[src/rtl/oled_render_pkg.sv]
// Shared types and constants for the BCD-to-OLED frame renderer: FSM states,
// glyph geometry and the 5x7 numeral font (column bytes, bit0 = top row).
package oled_render_pkg;

  typedef enum logic [2:0] {
    ST_IDLE  = 3'd0,
    ST_SYNC  = 3'd1,
    ST_FETCH = 3'd2,
    ST_SEND  = 3'd3,
    ST_GAP   = 3'd4
  } state_t;

  localparam int GLYPH_W = 8;
  localparam logic [7:0] DASH_COL = 8'h08;

  // Indices 10..15 are non-BCD nibbles and all render as a dash.
  localparam logic [7:0] FONT_TABLE [16][8] = '{
    '{8'h3E, 8'h51, 8'h49, 8'h45, 8'h3E, 8'h00, 8'h00, 8'h00},
    '{8'h00, 8'h42, 8'h7F, 8'h40, 8'h00, 8'h00, 8'h00, 8'h00},
    '{8'h42, 8'h61, 8'h51, 8'h49, 8'h46, 8'h00, 8'h00, 8'h00},
    '{8'h21, 8'h41, 8'h45, 8'h4B, 8'h31, 8'h00, 8'h00, 8'h00},
    '{8'h18, 8'h14, 8'h12, 8'h7F, 8'h10, 8'h00, 8'h00, 8'h00},
    '{8'h27, 8'h45, 8'h45, 8'h45, 8'h39, 8'h00, 8'h00, 8'h00},
    '{8'h3C, 8'h4A, 8'h49, 8'h49, 8'h30, 8'h00, 8'h00, 8'h00},
    '{8'h01, 8'h71, 8'h09, 8'h05, 8'h03, 8'h00, 8'h00, 8'h00},
    '{8'h36, 8'h49, 8'h49, 8'h49, 8'h36, 8'h00, 8'h00, 8'h00},
    '{8'h06, 8'h49, 8'h49, 8'h29, 8'h1E, 8'h00, 8'h00, 8'h00},
    '{DASH_COL, DASH_COL, DASH_COL, DASH_COL, DASH_COL, 8'h00, 8'h00, 8'h00},
    '{DASH_COL, DASH_COL, DASH_COL, DASH_COL, DASH_COL, 8'h00, 8'h00, 8'h00},
    '{DASH_COL, DASH_COL, DASH_COL, DASH_COL, DASH_COL, 8'h00, 8'h00, 8'h00},
    '{DASH_COL, DASH_COL, DASH_COL, DASH_COL, DASH_COL, 8'h00, 8'h00, 8'h00},
    '{DASH_COL, DASH_COL, DASH_COL, DASH_COL, DASH_COL, 8'h00, 8'h00, 8'h00},
    '{DASH_COL, DASH_COL, DASH_COL, DASH_COL, DASH_COL, 8'h00, 8'h00, 8'h00}
  };

endpackage

[src/rtl/oled_digit_font_rom.sv]
// Registered glyph column lookup: one byte per (glyph, column), one cycle of
// latency; the blank input overrides the lookup with an all-zero column.
module oled_digit_font_rom
  import oled_render_pkg::*;
(
  input  logic       clk,
  input  logic       rst_n,
  input  logic       en,
  input  logic       blank,
  input  logic [3:0] glyph_idx,
  input  logic [2:0] glyph_col,
  output logic [7:0] byte_q
);

  // Output only moves on en, so a byte waiting for acceptance stays stable.
  always_ff @(posedge clk or negedge rst_n) begin
    if (!rst_n) begin
      byte_q <= 8'h00;
    end else if (en) begin
      byte_q <= blank ? 8'h00 : FONT_TABLE[glyph_idx][glyph_col];
    end
  end

endmodule

[src/rtl/bcd_oled_renderer.sv]
// Streams one page-mode frame per request to the SSD1306 driver: a sync to
// (0,0), then COLS*PAGES column bytes with the BCD digits on one text page.
module bcd_oled_renderer
  import oled_render_pkg::*;
#(
  parameter int DIGITS_NUM    = 6,
  parameter int COLS          = 128,
  parameter int PAGES         = 8,
  parameter int TEXT_PAGE     = 3,
  parameter int TEXT_X0       = 40,
  parameter int BLANK_LEADING = 1
) (
  input  logic                    clk_in,
  input  logic                    resetn_in,
  input  logic [4*DIGITS_NUM-1:0] digits_in,
  input  logic                    frame_stb_in,
  input  logic                    ready_in,
  output logic [7:0]              data_out,
  output logic                    write_stb_out,
  output logic                    sync_stb_out,
  output logic                    busy_out,
  output logic                    frame_done_out,
  output logic [2:0]              state_dbg
);

  // Handshake: a strobe (sync or write) transfers on a rising edge where it
  // and ready_in are both high; it is held with stable data until then, and
  // is followed by at least one low cycle.

  localparam int COL_W  = (COLS > 1) ? $clog2(COLS) : 1;
  localparam int PAGE_W = (PAGES > 1) ? $clog2(PAGES) : 1;
  localparam int TEXT_W = GLYPH_W * DIGITS_NUM;

  state_t                  state_q, state_d;
  logic [4*DIGITS_NUM-1:0] snap_q;
  logic [COL_W-1:0]        col_q;
  logic [PAGE_W-1:0]       page_q;
  logic                    pending_q, after_sync_q, last_q;
  logic                    latch, fetch_en, sync_stb, write_stb, done;
  logic                    sync_acc, write_acc;
  logic [DIGITS_NUM-1:0]   blank_mask;
  logic                    lead_zero;
  int                      k_i, d_i;
  logic                    in_text, glyph_blank;
  logic [3:0]              glyph_idx;
  logic [2:0]              glyph_col;
  logic                    col_last, page_last;

  always_ff @(posedge clk_in or negedge resetn_in) begin
    if (!resetn_in) state_q <= ST_IDLE;
    else            state_q <= state_d;
  end

  always_comb begin
    state_d   = state_q;
    latch     = 1'b0;
    fetch_en  = 1'b0;
    sync_stb  = 1'b0;
    write_stb = 1'b0;
    done      = 1'b0;
    case (state_q)
      ST_IDLE: begin
        if (frame_stb_in) begin
          latch   = 1'b1;
          state_d = ST_SYNC;
        end
      end
      ST_SYNC: begin
        sync_stb = 1'b1;
        if (ready_in) state_d = ST_GAP;
      end
      ST_GAP: begin
        if (after_sync_q) begin
          state_d = ST_FETCH;
        end else if (last_q) begin
          done = 1'b1;
          // A queued request restarts straight into SYNC with a fresh snapshot.
          if (pending_q || frame_stb_in) begin
            latch   = 1'b1;
            state_d = ST_SYNC;
          end else begin
            state_d = ST_IDLE;
          end
        end else begin
          state_d = ST_FETCH;
        end
      end
      ST_FETCH: begin
        fetch_en = 1'b1;
        state_d  = ST_SEND;
      end
      ST_SEND: begin
        write_stb = 1'b1;
        if (ready_in) state_d = ST_GAP;
      end
      default: state_d = ST_IDLE;
    endcase
  end

  assign sync_acc  = sync_stb & ready_in;
  assign write_acc = write_stb & ready_in;
  assign col_last  = (col_q == COL_W'(COLS - 1));
  assign page_last = (page_q == PAGE_W'(PAGES - 1));

  always_ff @(posedge clk_in or negedge resetn_in) begin
    if (!resetn_in) begin
      snap_q       <= '0;
      col_q        <= '0;
      page_q       <= '0;
      pending_q    <= 1'b0;
      after_sync_q <= 1'b0;
      last_q       <= 1'b0;
    end else begin
      if (latch) begin
        snap_q       <= digits_in;
        col_q        <= '0;
        page_q       <= '0;
        pending_q    <= 1'b0;
        after_sync_q <= 1'b0;
        last_q       <= 1'b0;
      end else if (frame_stb_in && (state_q != ST_IDLE)) begin
        pending_q <= 1'b1;
      end
      if (sync_acc) after_sync_q <= 1'b1;
      if (write_acc) begin
        after_sync_q <= 1'b0;
        last_q       <= col_last && page_last;
        if (col_last) begin
          col_q  <= '0;
          page_q <= page_last ? '0 : page_q + 1'b1;
        end else begin
          col_q <= col_q + 1'b1;
        end
      end
    end
  end

  // Leading-zero blanking walks down from the most significant digit.
  always_comb begin
    lead_zero  = 1'b1;
    blank_mask = '0;
    for (int i = DIGITS_NUM - 1; i >= 0; i--) begin
      lead_zero     = lead_zero & (snap_q[4*i +: 4] == 4'd0);
      blank_mask[i] = (BLANK_LEADING != 0) && (i != 0) && lead_zero;
    end
  end

  always_comb begin
    k_i         = int'(col_q) - TEXT_X0;
    in_text     = (int'(page_q) == TEXT_PAGE) && (k_i >= 0) && (k_i < TEXT_W);
    d_i         = in_text ? (DIGITS_NUM - 1 - k_i / GLYPH_W) : 0;
    glyph_idx   = 4'(snap_q >> (4 * d_i));
    glyph_col   = 3'(k_i % GLYPH_W);
    glyph_blank = !in_text || 1'(blank_mask >> d_i);
  end

  oled_digit_font_rom u_font_rom (
    .clk       (clk_in),
    .rst_n     (resetn_in),
    .en        (fetch_en),
    .blank     (glyph_blank),
    .glyph_idx (glyph_idx),
    .glyph_col (glyph_col),
    .byte_q    (data_out)
  );

  assign write_stb_out  = write_stb;
  assign sync_stb_out   = sync_stb;
  assign frame_done_out = done;
  assign busy_out       = (state_q != ST_IDLE);
  assign state_dbg      = state_q;

endmodule

[config.mk]
export PLATFORM = sky130hd
export DESIGN_NAME = bcd_oled_renderer
export DESIGN_NICKNAME = d
export VERILOG_FILES = /design/src/rtl/oled_render_pkg.sv /design/src/rtl/oled_digit_font_rom.sv /design/src/rtl/bcd_oled_renderer.sv
export SDC_FILE = /design/constraint.sdc
export NUM_CORES = 1
export LEC_CHECK = 0
export ABC_AREA = 1
export BUFFER_PORTS_ARGS = -buffer_cell sky130_fd_sc_hd__clkbuf_2
export CAP_MARGIN = 10
export CORE_ASPECT_RATIO = 1.25
export CORE_UTILIZATION = 60
export DETAILED_ROUTE_END_ITERATION = 8
export PLACE_DENSITY_LB_ADDON = 0.08
export SETUP_SLACK_MARGIN = 0.02
export SLEW_MARGIN = 5
export SYNTH_ARGS = -nofsm -noshare
export SYNTH_HDL_FRONTEND = slang
export SYNTH_SLANG_ARGS = --single-unit
export TNS_END_PERCENT = 50
[constraint.sdc]
create_clock -name clk_in -period 7.33 [get_ports clk_in]
set_input_delay 1.8325 -clock clk_in [delete_from_list [all_inputs] [get_ports clk_in]]
set_output_delay 1.8325 -clock clk_in [all_outputs]
set_load 0.005 [all_outputs]
==> metrics.md, run 1 <==
| Metric | Value |
|---|---|
| Status | finished, final reports clean |
| Syn Inst Count | 502 |
| TritonRoute pass-1 iters | 5 |
| R2R setup slack | 2.76 ns |
| Detailed placement HPWL | 6240 µm |
| CP peak stage delay | 0.57 ns |
| CP Class | flip-flop to flip-flop |
| Fin crit period | 4.57 ns |
| DR top layer | met4 |
| Share of cells above drive strength 1 | 12.8% |
| Cts repair resizes | 0 |
| Sequential share of the synthesized area | 34.3% |
| Tot GR Track Use | 29.2% |
| Hold Path Sink | u_font_rom.byte_q[3] |
| Die Wd | 69.6 µm |
| CP startpoint kind | flip-flop |
| I/O pin count | 43 |
| Setup TNS | 0 ns |
| Slew Viols, Final | 0 |
| Final Hold Viols | 0 |
| Worst Path Arrival | 4.78 ns |
| Filler cells | 515 |
| First-pass GRT wire length | 14100 µm |
| Avg Cell Area, Syn | 6.83 µm² |
| Metal-1 WL | 3720 µm |
| WL/cell | 14.0 µm |
| Mapped cell area | 0.00343 mm² |
| H-tree level count | 2 |
| Achievable Freq | 219 MHz |
| Post-CTS Hold Buffers | 0 |
| CTS Buffer Depth | 2 |
| Power Density | 313 mW/mm² |
| CTS tree | built |
| Vias per cell | 5.49 |
| RSZ-0062 raised after global routing | false |
| ANT nets after route | 0 |
| Die ar. | 0.00602 mm² |
| Initial antenna violation count | 0 |
| Tightest Pin Transition | 0.595 ns |
| EDFF count, synth | 0 |
| Dominant synthesized flop cell | dfrtp_1 |
| Number of global-route vias before repair | 3144 |
| CP most frequent cell | nand2_1 |
| Worst hold stages | 2 |
| Via count | 3305 |
| Leak | 2.10 nW |
| Crit-path max FO | 12 |
| RR Startpoint | col_q[1] |
| Total Wirelength | 8410 µm |
| Crit path capture type | flip-flop |
| Setup crit start | col_q[1] |
| Finish-stage setup viols | 0 |
| Clk root buf | clkbuf_8 |
| Worst skew pair latency | 0.31 ns |
| Max transition margin | 60.4% |
| Worst Reg-to-Reg Cells | 26 |
| Routed length on met3 | 399 µm |
| Total of warnings raised by yosys | 0 |
| Clock sink total | 47 |
| PortBufs | 41 |
| CP max-delay cell | dfrtp_1 |
| DRC | 0 |
| Maxcap violations | 0 |
| Async set or reset register ratio after synthesis | 100% |
| HP Class | flip-flop to flip-flop |
| Core Rows | 30 |
| Netlist cell types | 37 |
| Largest vdd supply drop | 0.236 mV |
| # diodes | 0 |
| R2r endpoint | u_font_rom.byte_q[6] |
| Final nets | 589 |
| Grt total ovfl | 0 |
| 1st-iter DRT viols | 271 |
| Met2 routed WL | 4060 µm |
| Post-route core utilization | 68.5% |
| Synth Net Count | 552 |
| CTS buffer count | 5 |
| Starting Density | 62.5% |
| Hold_sp | u_font_rom.byte_q[3] |
| # Post-CTS Setup Buffers | 0 |
| CTS clk-pin slew, worst paths | 0.09 ns |
| Area growth syn-to-layout | 9.53% |
| Required time worst endpoint | 7.54 ns |
| Layout Skew | 0.0103 ns |
| Post-synthesis register bit count | 47 |
| Die Ht | 86.5 µm |
| Core box area | 0.00548 mm² |
| Final period util | 62.4% |
| Largest net degree at the start of global routing | 48 |
| Gp weighted congestion | 0.929 |
-- worst max-delay path by stage --
| stage | slack, ns | cells past startpoint | end |
|---|---|---|---|
| 3_3_place_gp | 2.96 | 26 | u_font_rom.byte_q[6] |
| 2_1_floorplan | 3.28 | 28 | u_font_rom.byte_q[6] |
| 5_1_grt | 2.35 | 26 | u_font_rom.byte_q[6] |
| 3_5_place_dp | 2.83 | 26 | u_font_rom.byte_q[6] |
| 4_1_cts | 2.80 | 26 | u_font_rom.byte_q[6] |
| 6_report | 2.76 | 26 | u_font_rom.byte_q[6] |
-- layout by cell type, fill, tap and decap left out, types with 3 or more instances in the layout --
cell / count
nor2_1: 41
nand2_4: 3
xor2_1: 3
clkbuf_8: 5
nand3_1: 48
ha_1: 21
dfrtp_1: 47
inv_1: 75
nand2_2: 5
a21oi_1: 8
o22ai_1: 5
o21ai_1: 7
nand2_1: 154
nand4_1: 11
nand3_2: 4
nor4_1: 3
clkbuf_2: 41
o21ai_0: 29
o211ai_1: 4
-- state kept, by name, indices dropped and copies added, names as in the netlist --
name and flops:
col_q 7, state_dbg 3, pending_q 1, after_sync_q 1, u_font_rom.byte_q 7, last_q 1
page_q 3, snap_q 24
-- power by group --
group          leakage (nW)  switching [W]  internal, W
sequential            0.608      0.0000472     0.000338
combinational          1.45       0.000424     0.000210
clock                0.0361      0.0000905    0.0000635
total                  2.10       0.000562     0.000611
-- kinds of logic after synthesis --
logic type | share of synthesized area (%)
buffers and inverters | 10.6
AND/OR/NAND/NOR | 35.3
flip-flops | 34.3
AO/OA/AOI/OAI | 10.4
XOR/XNOR | 1.02
other | 0.109
adder cells (fa/ha/maj) | 8.25
-- synth_stat cells, types with 2 or more instances --
| master | count | area (µm²) |
|---|---|---|
| buf_2 | 2 | 10.0 |
| nor4_1 | 3 | 18.8 |
| o21ai_1 | 7 | 35.0 |
| clkbuf_1 | 8 | 30.0 |
| nand3_1 | 48 | 240 |
| buf_6 | 2 | 22.5 |
| o211ai_1 | 4 | 30.0 |
| nand2_2 | 5 | 31.3 |
| nor2_2 | 2 | 12.5 |
| o21ai_0 | 29 | 145 |
| inv_2 | 2 | 7.51 |
| nor2_1 | 41 | 154 |
| o22ai_1 | 5 | 31.3 |
| a21oi_1 | 8 | 40.0 |
| inv_1 | 75 | 282 |
| nand2_4 | 3 | 33.8 |
| nand3_2 | 4 | 40.0 |
| nand2_1 | 154 | 578 |
| dfrtp_1 | 47 | 1180 |
| and2_1 | 2 | 12.5 |
| o21a_1 | 2 | 15.0 |
| nand4_1 | 11 | 68.8 |
| or2_2 | 2 | 12.5 |
| xor2_1 | 3 | 26.3 |
| ha_1 | 21 | 263 |
-- critical path: cells and delay by family (launching register included) --
family,cells,cell delay (ns)
compound gates,4,0.64
flops,1,0.57
buf+inv,5,0.73
fa+ha+maj,5,1.32
simple gates,12,1.18
-- stage by stage --
| stage | setup WS (ns) | total power (W) | cells | hold slack (ns) | area, µm² |
|---|---|---|---|---|---|
| after global routing | 2.35 | 0.00128 | 602 | 0.510 | 3750 |
| after detailed placement | 2.83 | 0.000996 | 595 | 0.468 | 3650 |
| after floorplan | 3.28 | 0.000850 | 502 | 0.442 | 3430 |
| after CTS | 2.80 | 0.00115 | 601 | 0.491 | 3730 |
| after global placement | 2.96 | 0.000989 | 595 | 0.462 | 3650 |
| final | 2.76 | 0.00117 | 602 | 0.489 | 3750 |
-- metal layers --
layer | vias up | global-route usage, %
li1 | 1665 | -
met1 | 1493 | 37.3
met4 | 0 | 13.7
met3 | 27 | 4.53
met2 | 120 | 49.0
met5 | - | 0
-- layout make-up --
type                       instances  area (µm²)  share of cell area [%]
clock buffer                       5        68.8                    1.83
multi-input combinational        364        1890                    50.3
sequential                        47        1180                    31.3
clock inverter                     1        7.51                   0.200
timing repair buffer              43         240                    6.40
tap                               64        80.1                    2.13
inverter                          78         293                    7.80
Note: power is estimated with default switching activity, not from simulation.
==> run 2: changes to the inputs <==
--- a/config.mk
+++ b/config.mk
@@ -9,7 +9,7 @@
 export BUFFER_PORTS_ARGS = -buffer_cell sky130_fd_sc_hd__clkbuf_2
 export CAP_MARGIN = 10
 export CORE_ASPECT_RATIO = 1.25
-export CORE_UTILIZATION = 60
+export CORE_UTILIZATION = 59
 export DETAILED_ROUTE_END_ITERATION = 8
 export PLACE_DENSITY_LB_ADDON = 0.08
 export SETUP_SLACK_MARGIN = 0.02
==> constraint.sdc (replaced) <==
create_clock -name clk_in -period 4.3 [get_ports clk_in]
set_input_delay 1.075 -clock clk_in [delete_from_list [all_inputs] [get_ports clk_in]]
set_output_delay 1.075 -clock clk_in [all_outputs]
set_load 0.005 [all_outputs]
==> run 2 against run 1 <==
Effect of this change:
- maximum frequency rose by 15%
- setup slack got worse by 2.4 ns
- total power rose by 76%
- final area rose by 2.2%
- hold slack got worse by 0.0033 ns
- core utilization rose by 1.0 points
- critical path type unchanged
- largest cell class unchanged
==> metrics.md, run 2 (synthesis results as in run 1) <==
| Metric | Value |
|---|---|
| TritonRoute pass-1 iters | 5 |
| Maxcap violations | 0 |
| RR Startpoint | col_q[3] |
| Die ar. | 0.00612 mm² |
| Core Rows | 30 |
| Clk root buf | clkbuf_8 |
| Fin cells | 609 |
| Vias per cell | 5.47 |
| Layout Skew | 0.0141 ns |
| Achievable Freq | 251 MHz |
| Crit path capture | u_font_rom.byte_q[0] |
| Tot GR Track Use | 28.1% |
| Finish-stage setup viols | 0 |
| Post-route core utilization | 69.5% |
| CP most frequent cell | nand2_1 |
| Status | finished, final reports clean |
| Fin crit period | 3.99 ns |
| Die Wd | 70.2 µm |
| PortBufs | 41 |
| Pint | 0.00111 W |
| Leak | 2.15 nW |
| Core box area | 0.00552 mm² |
| Tightest Pin Transition | 0.589 ns |
| Final nets | 595 |
| Starting Density | 62.1% |
| Worst Reg-to-Reg Cells | 30 |
| Largest regs | snap_q (24), col_q (7), u_font_rom.byte_q (7) |
| CTS clk-pin slew, worst paths | 0.09 ns |
| Required time worst endpoint | 4.49 ns |
| HP Class | flip-flop to flip-flop |
| Met1 Use GR | 35.7% |
| Cts repair resizes | 0 |
| # diodes | 0 |
| # Post-CTS Setup Buffers | 0 |
| CP Class | flip-flop to flip-flop |
| CTS tree | built |
| Power Density | 537 mW/mm² |
| Worst Path Arrival | 4.18 ns |
| GRT Max-Usage Layer | met2 |
| Number of global-route vias before repair | 3082 |
| Max transition margin | 60.7% |
| DRC | 0 |
| CP startpoint kind | flip-flop |
| Detailed placement HPWL | 6160 µm |
| Max reg flops | 24 |
| Gp weighted congestion | 0.998 |
| CTS Buffer Depth | 2 |
| Crit path capture type | flip-flop |
| Final Hold Viols | 0 |
| RSZ-0062 raised after global routing | false |
| Clock sink total | 47 |
| Most frequent cells in the layout | nand2_1 (153), inv_1 (72), nand3_1 (47), dfrtp_1 (47) |
| WL/cell | 13.5 µm |
| Via count | 3331 |
| CP peak stage delay | 0.43 ns |
| H-tree level count | 2 |
| I/O pin count | 43 |
| Net Sw Frac | 46.2% |
| Crit-path max FO | 9 |
| Met2 global-route usage | 47.6% |
| Sequential share of power | 31.2% |
| Filler cells | 484 |
| Area growth syn-to-layout | 11.9% |
| Largest vdd supply drop | 0.328 mV |
| Total Wirelength | 8230 µm |
| Setup crit start | col_q[3] |
| R2r endpoint | u_font_rom.byte_q[0] |
| Most common cell after layout, fill and taps aside | nand2_1 |
| Largest net degree at the start of global routing | 48 |
| CP max-delay cell | dfrtp_1 |
| Grt total ovfl | 0 |
| CTS buffer count | 5 |
| Switching power | 0.000952 W |
| 1st-iter DRT viols | 337 |
| Final period util | 92.7% |
| Worst skew pair latency | 0.30 ns |
| Setup TNS | 0 ns |
| ANT nets after route | 0 |
| Comb power frac | 53.4% |
| Placed cell count | 602 |
| Initial antenna violation count | 0 |
| Die Ht | 87.2 µm |
| Slew Viols, Final | 0 |
| Share of cells above drive strength 1 | 15.2% |
| Top reg by flops | snap_q |
| Post-CTS Hold Buffers | 0 |
| R2R setup slack | 0.31 ns |
| First-pass GRT wire length | 13800 µm |
| Clk network pwr share | 15.4% |
| Routing usage on met3 | 4.17% |
-- run 2: power groups by stage --
| stage | clock network, W | logic (W) | registers, W |
|---|---|---|---|
| final | 0.000318 | 0.00110 | 0.000643 |
| after global routing | 0.000337 | 0.00126 | 0.000656 |
| after CTS | 0.000325 | 0.00107 | 0.000643 |
| after detailed placement | 0 | 0.00107 | 0.000651 |
| after global placement | 0 | 0.00106 | 0.000649 |
| after floorplan | 0 | 0.000813 | 0.000636 |
-- run 2: final cells by class --
type	count	area [µm²]	share of cell area, %
clock buffers	6	72.6	1.89
clock inverters	1	30.0	0.783
inverters	78	293	7.63
multi-input cells	364	1920	50.0
flip-flops and latches	47	1180	30.7
well taps	64	80.1	2.09
repair buffers	49	265	6.91
-- run 2: worst min-delay path by stage --
stage	endpoint	cells past startpoint	slack, ns	start
finish	u_font_rom.byte_q[2]	2	0.49	u_font_rom.byte_q[2]
global route	u_font_rom.byte_q[5]	2	0.51	u_font_rom.byte_q[5]
CTS	u_font_rom.byte_q[6]	2	0.49	u_font_rom.byte_q[6]
detailed placement	u_font_rom.byte_q[5]	2	0.47	u_font_rom.byte_q[5]
global placement	u_font_rom.byte_q[6]	2	0.46	u_font_rom.byte_q[6]
floorplan	snap_q[0]	2	0.44	snap_q[0]
-- run 2: per-stage QoR --
step                      setup slack, ns  instance area [µm²]  power (W)  hold WS, ns
after floorplan                     0.253                 3430    0.00145        0.442
after global placement              0.191                 3700    0.00171        0.463
after detailed placement           0.0579                 3700    0.00172        0.469
after CTS                          0.0368                 3800    0.00204        0.491
after global routing               0.0293                 3840    0.00226        0.509
final                               0.312                 3840    0.00206        0.486
-- run 2: critical path: cells and delay by family, from the launching register on --
kind	cells	cell delay, ns
fa+ha+maj	5	1.15
buf+inv	6	0.46
compound gates	3	0.33
flops	1	0.43
simple gates	16	1.51
-- run 2: routing by layer --
layer  vias up  wire length [µm]  share of wire (%)
li1       1677                 -                  -
met3        35               360                4.4
met4         0               294                3.6
met1      1510              3680                 45
met2       109              3890                 47
met5         -                 0                  0
